===== config.mk =====
export PLATFORM = sky130hd
export DESIGN_NAME = regfile_scoreboard
export DESIGN_NICKNAME = d
export VERILOG_FILES = /design/src/rtl/regfile_pkg.sv /design/src/rtl/regfile_pend_ctr.sv /design/src/rtl/regfile_scoreboard.sv
export SDC_FILE = /design/constraint.sdc
export NUM_CORES = 1
export LEC_CHECK = 0
export CORE_MARGIN = 2
export CORE_UTILIZATION = 30
export CTS_BUF_LIST = sky130_fd_sc_hd__clkbuf_16
export CTS_CLUSTER_DIAMETER = 120
export DETAILED_ROUTE_END_ITERATION = 12
export PLACE_DENSITY = 0.54
export SYNTH_ARGS = -nofsm -noshare
export SYNTH_HDL_FRONTEND = slang
export SYNTH_HIERARCHICAL = 1
export SYNTH_SLANG_ARGS = --single-unit

===== constraint.sdc =====
create_clock -name clk -period 3.7 [get_ports clk]
set_input_delay 0.74 -clock clk [delete_from_list [all_inputs] [get_ports clk]]
set_output_delay 0.74 -clock clk [all_outputs]
set_load 0.02 [all_outputs]

===== src/rtl/regfile_pkg.sv =====
// regfile_pkg: shared widths, types and helpers for the register file with pending-write scoreboard
package regfile_pkg;
    localparam int DATA_W   = 32;
    localparam int NUM_REGS = 15;
    localparam int ADDR_W   = 4;
    localparam int PEND_W   = 2;

    localparam logic [PEND_W-1:0] PEND_MAX = '1;

    typedef logic [ADDR_W-1:0] reg_idx_t;
    typedef logic [DATA_W-1:0] reg_val_t;

    // Indices at or above the register count address nothing (R15/PC lives outside the file)
    function automatic logic in_range(input int unsigned idx, input int unsigned n = NUM_REGS);
        return idx < n;
    endfunction
endpackage


===== src/rtl/regfile_pend_ctr.sv =====
// regfile_pend_ctr: saturating per-register count of issued-but-not-retired writes
module regfile_pend_ctr #(
    parameter int PEND_W = regfile_pkg::PEND_W
) (
    input  logic              clk,
    input  logic              rst,
    input  logic              inc,
    input  logic              dec,
    input  logic              clr,
    output logic [PEND_W-1:0] count,
    output logic              nonzero,
    output logic              full
);
    // Clear wins; issue and retire together cancel; retire at zero is ignored
    always_ff @(posedge clk or negedge rst) begin
        if (!rst)
            count <= '0;
        else if (clr)
            count <= '0;
        else if (inc && !dec && !full)
            count <= count + PEND_W'(1);
        else if (dec && !inc && nonzero)
            count <= count - PEND_W'(1);
    end

    assign nonzero = |count;
    assign full    = &count;
endmodule


===== src/rtl/regfile_scoreboard.sv =====
// regfile_scoreboard: ID-stage register file, 2 read / 1 write ports, per-register pending-write scoreboard
// Optional same-cycle write-to-read bypass: define REGFILE_BYPASS_EN
module regfile_scoreboard #(
    parameter int DATA_W   = regfile_pkg::DATA_W,
    parameter int NUM_REGS = regfile_pkg::NUM_REGS,
    parameter int ADDR_W   = regfile_pkg::ADDR_W,
    parameter int PEND_W   = regfile_pkg::PEND_W
) (
    input  logic                clk,
    input  logic                rst,
    input  logic [ADDR_W-1:0]   rd_addr_a,
    input  logic [ADDR_W-1:0]   rd_addr_b,
    output logic [DATA_W-1:0]   rd_data_a,
    output logic [DATA_W-1:0]   rd_data_b,
    output logic                hazard_a,
    output logic                hazard_b,
    input  logic                wr_en,
    input  logic [ADDR_W-1:0]   wr_addr,
    input  logic [DATA_W-1:0]   wr_data,
    input  logic                issue_en,
    input  logic [ADDR_W-1:0]   issue_addr,
    output logic                issue_rdy,
    input  logic                flush,
    output logic [NUM_REGS-1:0] busy_vec
);
    import regfile_pkg::*;

    logic [DATA_W-1:0]   regs [NUM_REGS];
    logic [PEND_W-1:0]   cnt  [NUM_REGS];
    logic [NUM_REGS-1:0] nz, full;
    logic                a_ok, b_ok, w_ok, i_ok, issue_ok, byp_a, byp_b;
    logic [ADDR_W-1:0]   a_idx, b_idx, i_idx;

    assign a_ok = in_range(32'(rd_addr_a), NUM_REGS);
    assign b_ok = in_range(32'(rd_addr_b), NUM_REGS);
    assign w_ok = wr_en && in_range(32'(wr_addr), NUM_REGS);
    assign i_ok = in_range(32'(issue_addr), NUM_REGS);

    // Clamp out-of-range indices so array selects never leave the array
    assign a_idx = a_ok ? rd_addr_a  : '0;
    assign b_idx = b_ok ? rd_addr_b  : '0;
    assign i_idx = i_ok ? issue_addr : '0;

    // Data array: reset loads each register with its own index
    always_ff @(posedge clk or negedge rst) begin
        if (!rst) begin
            for (int i = 0; i < NUM_REGS; i++)
                regs[i] <= DATA_W'(i);
        end else if (w_ok) begin
            regs[wr_addr] <= wr_data;
        end
    end

    assign issue_rdy = !(i_ok && full[i_idx]);
    assign issue_ok  = issue_en && issue_rdy;

    for (genvar r = 0; r < NUM_REGS; r++) begin : g_pend
        regfile_pend_ctr #(.PEND_W(PEND_W)) u_ctr (
            .clk     (clk),
            .rst     (rst),
            .inc     (issue_ok && i_ok && issue_addr == ADDR_W'(r)),
            .dec     (w_ok && wr_addr == ADDR_W'(r)),
            .clr     (flush),
            .count   (cnt[r]),
            .nonzero (nz[r]),
            .full    (full[r])
        );
    end

    assign busy_vec = nz;

`ifdef REGFILE_BYPASS_EN
    assign byp_a = w_ok && wr_addr == rd_addr_a;
    assign byp_b = w_ok && wr_addr == rd_addr_b;
`else
    assign byp_a = 1'b0;
    assign byp_b = 1'b0;
`endif

    // Read muxes; a bypassed write that retires the last pending count lifts the hazard
    always_comb begin
        rd_data_a = byp_a ? wr_data : (a_ok ? regs[a_idx] : '0);
        rd_data_b = byp_b ? wr_data : (b_ok ? regs[b_idx] : '0);
        hazard_a  = a_ok && nz[a_idx] && !(byp_a && cnt[a_idx] == PEND_W'(1));
        hazard_b  = b_ok && nz[b_idx] && !(byp_b && cnt[b_idx] == PEND_W'(1));
    end
endmodule


==> impl_metrics.tcl, run 1 <==
set metrics [dict create \
    groute.usage.overall 0.215 \
    cpMostUsedCell "buf_4" \
    grt_max_degree 105 \
    reg2reg_depth 8 \
    cp-startpoint "rd_addr_a[2]" \
    period_minus_slack_ns 3.68 \
    grt_pass1_wl_um 157000 \
    critical_path_class "in2out" \
    dieArea_um2 98700 \
    synth_nets 2395 \
    setup_viol 0 \
    r2r_end "g_pend[0].u_ctr/count[0]" \
    path_clk_slew_ns 0.06 \
    maxCapViolCount 0 \
    cts_setup_buffers 0 \
    r2r_slack_ns 1.25 \
    start_util 0.303 \
    vias_per_cell 5.74 \
    gp_congestion 0.900 \
    vias 22093 \
    fin_util 0.365 \
    synth-main-ff-cell "dfrtp_1" \
    drive_gt1_frac 0.406 \
    cts-root-buf "clkbuf_16" \
    synth_top_area_cell "dfrtp_1" \
    synth_cell_types 70 \
    cp.arrival_ns 2.94 \
    antenna_found_initial 13 \
    clkSinkCount 510 \
    chipHeight_um 314 \
    synth_top_cell_area_share 0.418 \
    cp-endpoint "rd_data_a[31]" \
    synthCells 2342 \
    post-place-ws_ns -0.00680 \
    clockBufferDepth 3 \
    cts_tree "built" \
    first_global_vias 23109 \
    critPathMaxStageDelay_ns 0.67 \
    outcome "complete, no violations" \
    io_pins 135 \
    die_w_um 314 \
    fp-row-count 113 \
    finalPower_mw 17.8 \
    ys_top_cells_by_area "dfrtp_1 (42%), mux2_2 (20%), mux4_2 (7.2%)" \
    drv_slew 0 \
    ys_seq_elements 510 \
    syn_avg_cell_area_um2 12.3 \
    drtIter0Drc 1945 \
    cp-end-kind "primary output" \
    routed_wl_um 107000 \
    tightest_slew_ns 0.890 \
    max_freq_mhz 272 \
    drcViolationCount 0 \
    r2r-start "g_pend[3].u_ctr/count[1]" \
    clock_latency_ns 0.64 \
    ys_async_sr_fraction 1.00 \
    powerDensity_nw_per_um2 513 \
    setup_slack_ns 0.0243 \
    ant_nets 0 \
    crit_required_ns 2.96 \
    setup_tns_ns 0 \
    core_um2 95200 \
    crit_slowest_cell "clkdlybuf4s50_1" \
    p_leak_nw 14.5 \
    hold_violations 0 \
    cts-buffers-inserted 57 \
    netlist_area_um2 28900 \
    relSlewSlack 0.407 \
    ys_seq_area_frac 0.443 \
    area_growth_pct 20.3 \
    max-vdd-ir-drop_uv 358 \
    min_period_over_period 0.993 \
    path_max_fanout 14 \
    wl_per_cell_um 27.8 \
    grt.overflow.total 0 \
    min-delay-path-class "in2async" \
    path_cells "buf_4 -> inv_2 -> nor2_1 -> buf_4 -> a221oi_1 -> a22o_1 -> clkdlybuf4s50_1" \
    htree_levels 2 \
    synth_edf_count 0 \
    rsz0062_at_grt "no" \
    yosys_warnings 6 \
    worstSetupStartpointType "input port" \
    finClkSkew_ns 0.0162 \
    dp_hpwl_um 71300 \
    fin_nets 2588 \
    dr.pass1.iters 6 \
    numPortBuffers 134 \
]
## metal layers
metal / vias up / GRT usage / wire [um]
met5: - / 0 / 58
met4: 10 / 0.0853 / 4070
met3: 248 / 0.0529 / 8820
met2: 991 / 0.342 / 49900
met1: 11552 / 0.281 / 44300
li1: 9292 / - / -
## final cells by class
type | count | area (um^2)
Antenna cell | 4 | 10.0
Clock buffer | 58 | 1450
Clock inverter | 49 | 335
Fill cell | 9185 | 60400
Inverter | 28 | 105
Multi-Input combinational cell | 1589 | 14900
Sequential cell | 510 | 12800
Tap cell | 1265 | 1580
Timing Repair Buffer | 349 | 3550
## sequential cells by signal, indices dropped and copies added, names as in the netlist
signal              cells
g_pend.u_ctr/count     30
regs                  480
## placed cells by master (no fill, tap or decap), types with 17 or more instances in the layout
cell,instances
nand2b_1,19
a31oi_1,27
o22ai_1,31
a21oi_1,44
o2bb2ai_1,29
and2_1,41
a221oi_1,44
a221o_1,33
mux2_2,509
dfstp_2,28
clkdlybuf4s50_1,94
clkbuf_16,58
buf_4,192
and2b_1,17
a211oi_1,28
nor2_1,51
dfrtp_1,482
buf_12,50
nand2_1,118
clkinv_1,19
inv_1,39
mux2i_1,135
mux4_2,92
o21ai_0,72
nand3_1,26
nand3b_1,19
## logic make-up (layout without fill, tap and decap cells)
group / count (synthesis) / after routing / synth area share
flops: 510 / 510 / 0.443
compound gates: 465 / 465 / 0.123
xor+xnor: 2 / 2 / 0.000607
other cells: 0 / 4 / 0
buf+inv: 243 / 484 / 0.0440
mux: 747 / 747 / 0.321
simple gates: 375 / 375 / 0.0679
## what timing repair did
| action | CTS | global route |
|---|---|---|
| hold buffers | 0 | 0 |
| setup endpoints to repair | 2 | 14 |
| gates resized for setup | 2 | 13 |
| hold endpoints to repair | 0 | 0 |
| pin swaps | 0 | 1 |
## worst min-delay path by stage
stage	from	endpoint
finish	rst	regs[409]
global route	rst	regs[409]
CTS	rst	regs[454]
detailed placement	g_pend[14].u_ctr/count[0]	g_pend[14].u_ctr/count[0]
global placement	regs[408]	regs[408]
floorplan	rst	g_pend[0].u_ctr/count[0]
## report_power, final
part / switching, mW / leakage, nW / internal (mW) / total [mW]
clock: 2.46 / 0.927 / 3.10 / 5.56
sequential: 0.957 / 6.25 / 6.87 / 7.82
combinational: 2.01 / 7.33 / 2.44 / 4.45
total: 5.42 / 14.5 / 12.4 / 17.8
## critical path: cells and delay by family
| kind | cells | cell delay [ns] |
|---|---|---|
| AO/OA/AOI/OAI | 2 | 0.73 |
| AND/OR/NAND/NOR | 1 | 0.16 |
| buffers and inverters | 4 | 1.30 |
## per-stage QoR
step | std cells | instance area (um^2) | hold slack (ns)
floorplan | 2342 | 28900 | 0.444
detailed placement | 3741 | 32900 | 0.502
global route | 3852 | 34700 | 0.203
finish | 3852 | 34700 | 0.166
global placement | 3741 | 32900 | 0.492
CTS | 3848 | 34700 | 0.182
## cells in the mapped netlist (11+ instances only)
cell type  instances
a222oi_1          15
a221o_1           33
nand3b_1          19
and2_1            41
inv_1             26
mux2i_1          135
or2_2             15
a2bb2oi_1         16
and2b_1           18
a21oi_1           44
o21ai_2           15
buf_6             21
nor2b_1           15
a22oi_1           12
nor2_1            59
a221oi_2          15
clkbuf_1          96
dfstp_2           28
o22ai_1           31
mux4_2            92
o211ai_1          15
nand3_1           26
a211oi_1          28
dfrtp_1          482
o21ai_0           72
mux2_2           509
buf_2             75
or2b_2            15
o2bb2ai_1         29
nand2b_1          19
o21bai_1          16
a221oi_1          45
mux2_1            11
and3_1            11
buf_4             15
nand2_1          120
a31oi_1           29
Note: power is estimated with default switching activity, not from simulation.
==> run 2: changes to the inputs <==
--- a/config.mk
+++ b/config.mk
@@ -5,6 +5,7 @@
 export SDC_FILE = /design/constraint.sdc
 export NUM_CORES = 1
 export LEC_CHECK = 0
+export ABC_AREA = 1
 export CORE_MARGIN = 2
 export CORE_UTILIZATION = 30
 export CTS_BUF_LIST = sky130_fd_sc_hd__clkbuf_16
==> impl_metrics.tcl, run 2 <==
set metrics [dict create \
    hold_violations 0 \
    gp_congestion 0.898 \
    critical_path_class "in2out" \
    min-delay-path-class "reg2reg" \
    drive_gt1_frac 0.114 \
    synth_top_cell_area_share 0.404 \
    wl_per_cell_um 21.3 \
    switching_share 0.339 \
    relSlewSlack 0.320 \
    path_max_fanout 21 \
    ys_seq_area_frac 0.429 \
    clkSinkCount 510 \
    drv_slew 0 \
    p_int_mw 11.7 \
    top_usage_layer "met2" \
    drcViolationCount 0 \
    grt_util_met2 0.372 \
    powerDensity_nw_per_um2 491 \
    rsz0062_at_grt "no" \
    tightest_slew_ns 1.02 \
    dr.pass1.iters 6 \
    crit_required_ns 2.96 \
    clock_latency_ns 0.65 \
    switchingPower_mw 6.01 \
    start_util 0.303 \
    ys_async_sr_fraction 1.00 \
    io_pins 135 \
    numPortBuffers 134 \
    ant_nets 0 \
    outcome "complete, no violations" \
    drtIter0Drc 3587 \
    cpMostUsedCell "nand2_1" \
    max-vdd-ir-drop_uv 364 \
    yosys_warnings 6 \
    pwr-share-clk 0.329 \
    finClkSkew_ns 0.0140 \
    period_minus_slack_ns 3.62 \
    maxCapViolCount 0 \
    antenna_found_initial 8 \
    ys_top_cells_by_area "dfrtp_1 (40%), nand2_1 (19%), o21ai_0 (10%)" \
    min_period_over_period 0.977 \
    p_leak_nw 17.0 \
    power_frac_seq 0.427 \
    use_met3 0.0379 \
    largest_register_ffs 480 \
    top_regs "regs: 480 flops, g_pend.u_ctr/count: 30 flops" \
    vias_per_cell 5.27 \
    synth_nets 4409 \
    worstSetupStartpointType "input port" \
    htree_levels 2 \
    cp-startpoint "rd_addr_b[3]" \
    cts-buffers-inserted 58 \
    dp_hpwl_um 79200 \
    ys_seq_elements 510 \
    netlist_area_um2 29900 \
    crit_family "buffers and inverters" \
    area_growth_pct 20.9 \
    r2r-start "g_pend[5].u_ctr/count[0]" \
    chipHeight_um 319 \
    syn_avg_cell_area_um2 6.85 \
    dieArea_um2 102000 \
    clockBufferDepth 3 \
    groute.usage.overall 0.238 \
    final_cell_mix "nand2_1 (1475), o21ai_0 (615), nand3_1 (492), dfrtp_1 (482), inv_1 (308)" \
    grt_max_degree 100 \
    yosysMostFrequentCell "nand2_1" \
    whs_path_depth 2 \
    final_common_cell "nand2_1" \
    synth_cell_types 35 \
    fin_util 0.366 \
    fin_nets 4546 \
    grt.overflow.total 0 \
    cp-end-kind "primary output" \
    synthCells 4356 \
    crit_slowest_cell "clkdlybuf4s50_1" \
    routed_wl_um 124000 \
    reg2reg_depth 14 \
    cp_num_buf_inv 3 \
    path_cells "clkdlybuf4s15_2 -> nand2_2 -> o21bai_4 -> buf_6 -> nand2_1 -> o21ai_0 -> nand2_1 -> nand2_1 -> nand2_1 -> nand2_1 -> nand2_1 -> nand2_1 -> clkdlybuf4s50_1" \
    first_global_vias 28606 \
    setup_viol 0 \
    vias 30732 \
    regMostFlops "regs" \
    cts_tree "built" \
    grt_util_met1 0.337 \
    max_freq_mhz 277 \
    synth_top_area_cell "dfrtp_1" \
    r2r_end "g_pend[14].u_ctr/count[1]" \
    synth_edf_count 0 \
    p_comb_frac 0.244 \
    synth_common_cells "nand2_1 (1476), o21ai_0 (615), nand3_1 (492)" \
    synth-main-ff-cell "dfrtp_1" \
    path_clk_slew_ns 0.06 \
    critPathMaxStageDelay_ns 0.64 \
    fp-row-count 115 \
    core_um2 98600 \
    cp-endpoint "rd_data_b[1]" \
    grt_pass1_wl_um 186000 \
    r2r_slack_ns 1.40 \
    finalPower_mw 17.7 \
    cp.arrival_ns 2.88 \
    worst-path-stages 13 \
    die_w_um 319 \
    cts-root-buf "clkbuf_16" \
]
run 2: cell count changes after synthesis, sizes merged, moves of 60 or more:
| cell | change |
|---|---|
| a221oi | -60 |
| inv | +309 |
| mux2i | -135 |
| nand3 | +482 |
| o21ai | +573 |
| a21oi | +164 |
| mux2 | -520 |
| nand2 | +1392 |
| mux4 | -92 |
| clkbuf | +76 |
| nor2 | +133 |
run 2: worst register-to-register path: cells and delay by family, from the launching register on:
family                 cells  cell delay [ns]
AO/OA/AOI/OAI              2             0.36
buffers and inverters      2             0.16
flip-flops                 1             0.42
AND/OR/NAND/NOR           10             1.31
run 2: worst min-delay path by stage:
stage / slack [ns] / to / from
after global routing: 0.52 / regs[2] / regs[2]
after CTS: 0.50 / regs[131] / regs[131]
final: 0.50 / regs[131] / regs[131]
after floorplan: 0.44 / g_pend[0].u_ctr/count[0] / rst
after global placement: 0.49 / regs[145] / regs[145]
after detailed placement: 0.49 / regs[195] / regs[195]
run 2: kinds of logic after synthesis:
family	synth area share
simple gates	0.312
compound gates	0.170
buf+inv	0.0893
flops	0.429
run 2: final cells by class:
cell class	instances	area, um^2
Antenna cell	3	7.51
Clock buffer	59	1480
Clock inverter	50	393
Fill cell	10381	62500
Inverter	342	1290
Multi-Input combinational cell	3198	14500
Sequential cell	510	12800
Tap cell	1287	1610
Timing Repair Buffer	383	4070
run 2: metrics by stage:
step / cell area [um^2] / worst slack [ns] / hold WS (ns) / instances / TNS, ns
after floorplan: 29900 / 0.844 / 0.444 / 4356 / 0
after CTS: 36000 / 0.00382 / 0.499 / 5824 / 0
after global placement: 34100 / -0.471 / 0.486 / 5713 / -20.78
final: 36100 / 0.0841 / 0.498 / 5832 / 0
after global routing: 36100 / 0.00391 / 0.519 / 5830 / 0
after detailed placement: 34100 / -0.457 / 0.491 / 5713 / -20.51
run 2: power by group through the flow:
stage	Clock (mW)	Combinational [mW]	Sequential (mW)
2_1_floorplan	0	2.70	7.41
5_1_grt	6.14	4.88	7.70
3_5_place_dp	0	4.32	7.63
4_1_cts	5.92	4.31	7.54
3_3_place_gp	0	4.27	7.63
6_report	5.83	4.33	7.57
run 2: metal layers:
metal	wire length (um)	share of wire
met1	55700	0.45
met2	55000	0.44
met3	9720	0.078
met4	3480	0.028
met5	56	0.00045
run 2: timing repair:
item | 4_1_cts | 5_1_grt
buffers inserted | 1 | 3
hold buffers | 1 | 0
cloned | 1 | 2
endpoints found under the hold margin | 21 | 0
pin swaps | 0 | 2
endpoints found under the setup margin | 64 | 24
gates resized for setup | 40 | 22
